===== src/rtl/title_sequencer_pkg.sv =====
// title_sequencer_pkg: phase encodings, title geometry and screen constants.
package title_sequencer_pkg;
  typedef enum logic [1:0] {ATTRACT = 2'd0, SLIDE = 2'd1, PLAY = 2'd2, OVER = 2'd3} phase_t;
  localparam int SCREEN_W = 640;
  localparam int SCREEN_H = 480;
  localparam int TITLE_Y0_DEF = 215;
  localparam int SLIDE_STEP_DEF = 8;
  localparam int BLINK_FRAMES_DEF = 30;
  localparam int HOLD_FRAMES_DEF = 120;
endpackage


===== src/rtl/title_sequencer_frame_counter.sv =====
// frame_counter: frame-enabled modulo-N counter with clear and terminal-count flag.
module frame_counter #(
  parameter int N = 30,
  localparam int W = (N > 1) ? $clog2(N) : 1
) (
  input  logic clk,
  input  logic rst,
  input  logic en,
  input  logic clr,
  output logic tc
);
  logic [W-1:0] cnt;
  assign tc = en && cnt == W'(N - 1);
  always_ff @(posedge clk)
    if (rst || clr) cnt <= '0;
    else if (en) cnt <= tc ? '0 : cnt + 1'b1;
endmodule


===== src/rtl/title_sequencer.sv =====
// title_sequencer: attract/slide/play/over phase control and title sprite position.
module title_sequencer
  import title_sequencer_pkg::*;
#(
  parameter int TITLE_Y0 = TITLE_Y0_DEF,
  parameter int SLIDE_STEP = SLIDE_STEP_DEF,
  parameter int BLINK_FRAMES = BLINK_FRAMES_DEF,
  parameter int HOLD_FRAMES = HOLD_FRAMES_DEF
) (
  input  logic       clk,
  input  logic       reset,
  input  logic       frame_tick,
  input  logic       btn_start,
  input  logic       game_over,
  output logic [9:0] title_y,
  output logic       title_visible,
  output logic       game_active,
  output logic       start_pulse,
  output logic [1:0] state
);
  phase_t st, st_d;
  logic btn_q, press, blink_tc, hold_tc, slide_done;
  logic [9:0] title_y_d;
  logic visible_d, game_active_d;
  assign press = btn_start & ~btn_q;
  assign state = st;
  frame_counter #(.N(BLINK_FRAMES)) u_blink (
    .clk(clk), .rst(reset), .en(st == ATTRACT && frame_tick),
    .clr(st != ATTRACT || press), .tc(blink_tc)
  );
  frame_counter #(.N(HOLD_FRAMES)) u_hold (
    .clk(clk), .rst(reset), .en(st == OVER && frame_tick),
    .clr(st != OVER), .tc(hold_tc)
  );
  always_ff @(posedge clk)
    if (reset) st <= ATTRACT;
    else st <= st_d;
  always_comb begin
    slide_done = st == SLIDE && frame_tick && title_y <= 10'(SLIDE_STEP);
    st_d = (st == ATTRACT) ? (press ? SLIDE : ATTRACT) :
           (st == SLIDE)   ? (slide_done ? PLAY : SLIDE) :
           (st == PLAY)    ? (game_over ? OVER : PLAY) :
                             (hold_tc ? ATTRACT : OVER);
  end
  // The final slide step saturates at row 0 rather than wrapping the 10-bit row.
  always_comb begin
    title_y_d = (st == SLIDE && frame_tick) ? (slide_done ? 10'd0 : title_y - 10'(SLIDE_STEP)) :
                (st == PLAY && game_over)   ? 10'(TITLE_Y0) : title_y;
    visible_d = (st_d == PLAY) ? 1'b0 :
                (st == ATTRACT) ? (press | (title_visible ^ blink_tc)) : 1'b1;
    game_active_d = st_d == PLAY;
  end
  always_ff @(posedge clk)
    if (reset) begin
      btn_q <= 1'b0;
      title_y <= 10'(TITLE_Y0);
      title_visible <= 1'b1;
      game_active <= 1'b0;
      start_pulse <= 1'b0;
    end else begin
      btn_q <= btn_start;
      title_y <= title_y_d;
      title_visible <= visible_d;
      game_active <= game_active_d;
      start_pulse <= slide_done;
    end
endmodule


===== config.mk =====
export PLATFORM = sky130hd
export DESIGN_NAME = title_sequencer
export DESIGN_NICKNAME = d
export VERILOG_FILES = /design/src/rtl/title_sequencer_pkg.sv /design/src/rtl/title_sequencer_frame_counter.sv /design/src/rtl/title_sequencer.sv
export SDC_FILE = /design/constraint.sdc
export NUM_CORES = 1
export LEC_CHECK = 0
export CAP_MARGIN = 20
export CELL_PAD_IN_SITES_DETAIL_PLACEMENT = 1
export CELL_PAD_IN_SITES_GLOBAL_PLACEMENT = 1
export CORE_MARGIN = 2
export CORE_UTILIZATION = 43
export DETAILED_ROUTE_END_ITERATION = 6
export PLACE_DENSITY_LB_ADDON = 0.05
export RECOVER_POWER = 50
export SLEW_MARGIN = 30
export SYNTH_ARGS = -nofsm -noshare
export SYNTH_HDL_FRONTEND = slang
export SYNTH_SLANG_ARGS = --single-unit

===== constraint.sdc =====
create_clock -name clk -period 2.5 [get_ports clk]
set_input_delay 0.5 -clock clk [delete_from_list [all_inputs] [get_ports clk]]
set_output_delay 0.5 -clock clk [all_outputs]
set_load 0.05 [all_outputs]

==> impl_metrics.ini <==
[floorplanning]
ios = 20
start_util_pct = 43.9
core.rowCount = 20
dieArea_um2 = 3500
die_h_um = 59.2
core_um2 = 2980
fp.dieW_um = 59.2

[worst_setup_path]
cp_slowest_cell = clkdlybuf4s50_1
cp_data_arrival_time_ns = 1.79
crit_fanout = 13
crit_path_cell_trace = clkdlybuf4s50_1
crit_required_ns = 2.00
crit_buf_inv = 1
path_delay_family = buffers and inverters
timing.critical_path.to_type = primary output
cpPeakStageDelay_ns = 0.88
critical_path_class = flop to primary output
startpoint_type = flop

[timing]
clock_skew_ns = 0.00272
slew_headroom_pct = 62.9
period_needed_ns = 2.29
period_share_pct = 91.5
setup_violations = 0
maxSlewViolCount = 0
rsz0062_at_grt = no
final.setup.worst_slack_ns = 0.212
max_clock_freq_mhz = 437
tightest_slew_ns = 0.556
tns_ns = 0
hold_viol = 0

[global_route]
grt_max_degree = 15
antenna_found_initial = 0
grt_pass1_vias = 1157
grt_overflow = 0
track_usage_pct = 19.8
grt_pass1_wl_um = 5240

[power]
peakVddDrop_mv = 0.251
p_total_w = 0.000722
power_density_nw_per_um2 = 471
leakage_nw = 0.570

[final_layout]
post-route-util_pct = 51.5
n_fill_cell = 356
final_cell_area_um2 = 1530
syn2layout_area_growth_pct = 17.1
layout-drive-gt1-share_pct = 7.88
final_nets = 175
antenna_cells = 0

[routing]
vias = 1129
drtAntennaViolNets = 0
drt_iter0_markers = 34
firstDrtPassIters = 4
routedWlPerCell_um = 15.0
drt_wl_total_um = 2960
vias_per_cell = 5.70
drc_errors = 0

[status]
status = finished clean

[cts]
clk_path_buf_depth = 2
cts_tree = built
clk_latency_ns = 0.33
cts.hold.buffers_added = 0
cts_sinks = 26
clkSlewWorstSetupHoldPaths_ns = 0.14
cts_max_level = 1
cts-buffers-inserted = 3
cts_resized = 0
cts_setup_buffers = 0
root_buffer = clkbuf_4

[synth]
synth_flop_cell = dfxtp_1
syn_inst = 146
synth-simple-area-share_pct = 30.2
synthesis.area_um2 = 1310
synth_xor_area_share_pct = 5.35
yosysTopAreaCellShare_pct = 39.8
yosys_warnings = 0
yosysSeqAreaShare_pct = 39.8
syn_nets = 155
synthTopCellsByArea = dfxtp_1, nor2_1, ha_1, nand2_1, xor2_1
synth-compound-area-share_pct = 13.0
synth.area.mux_share_pct = 2.39
synth_top_family_by_area = simple AND/OR/NAND/NOR gates
synth-seq-cells = 26
synth_top_area_cell = dfxtp_1
syn_avg_cell_area_um2 = 8.96
synth_cell_type_count = 47
synth-edff-count = 0
synthAdderAreaFrac_pct = 3.82
ys_async_sr_fraction_pct = 0

[place]
place_ws_ns = 0.402
dpl_cell_area_um2 = 1510
gp_congestion = 0.802
hpwl_um = 2350
port_buffers = 19

[flow_run]
drv_cap = 0

[worst_hold_path]
min_path_type = flop to flop
[cells in the mapped netlist, types with 2 or more instances]
master	count
nor3_1	3
inv_1	6
nand3b_1	3
nand3_1	5
buf_4	3
o21ai_0	3
mux2i_1	2
and3_1	2
nor2b_1	2
nor2_1	18
o31ai_1	2
dfxtp_1	26
xnor2_1	3
nand2b_1	2
buf_6	2
and2_1	3
and3b_1	2
nand2_1	13
xor2_1	5
ha_1	4
a21oi_2	2
a21oi_1	6
nand4_1	5
[cell usage in the layout, fill, tap and decap left out, drive strengths merged, types with 5 or more instances in the layout]
master         instances
inv                    6
clkdlybuf4s50         17
nand3                  5
nor2                  19
a21oi                  8
nand2                 13
nand4                  5
dfxtp                 26
xor2                   5
[cell families (layout without fill, tap and decap cells)]
kind of cell,Yosys count,in the layout
DFF,26,26
xor gates and xnor gates,8,8
muxes,3,3
and+or+nand+nor,69,69
buffers and inverters,12,31
AOI/OAI and AO/OA,24,24
adders and majority gates,4,4
[sequential cells by signal, indices dropped and copies added (netlist names)]
register	cells
game_active	1
btn_q	1
title_visible	1
start_pulse	1
state	2
u_hold.cnt	7
u_blink.cnt	5
title_y	8
[report_power, final]
part / total (W) / internal [W] / switching, W
combinational: 0.0000807 / 0.0000321 / 0.0000486
clock: 0.000215 / 0.0000893 / 0.000126
sequential: 0.000427 / 0.000420 / 0.00000639
[path summary, 6_finish.rpt]
kind | start | endpoint | slack (ns) | depth (start not counted)
min reg2reg | u_hold.cnt[1] | u_hold.cnt[1] | 0.52 | 2
max reg2reg | state[1] | u_hold.cnt[0] | 0.81 | 4
max | state[1] | state[1] | 0.21 | 1
min | u_hold.cnt[1] | u_hold.cnt[1] | 0.52 | 2
[per-layer routing]
layer,track usage (%),up-vias,routed length (µm)
met5,0,-,0
met4,11.7,0,114
met3,2.40,11,54
met2,34.4,21,1530
met1,23.0,546,1270
li1,-,551,-
[metrics by stage]
step	cells	hold slack, ns
detailed placement	194	0.499
finish	198	0.519
global route	198	0.546
floorplan	146	0.456
global placement	194	0.478
CTS	198	0.524
[cell type report]
class	count	area (µm²)	share of cell area, %
Tap cell	33	41.3	2.69
Clock buffer	4	36.3	2.37
Inverter	6	22.5	1.47
Sequential cell	26	520	34.0
Multi-Input combinational cell	108	707	46.1
Timing Repair Buffer	21	205	13.4
Power figures use the tool's default switching activity.
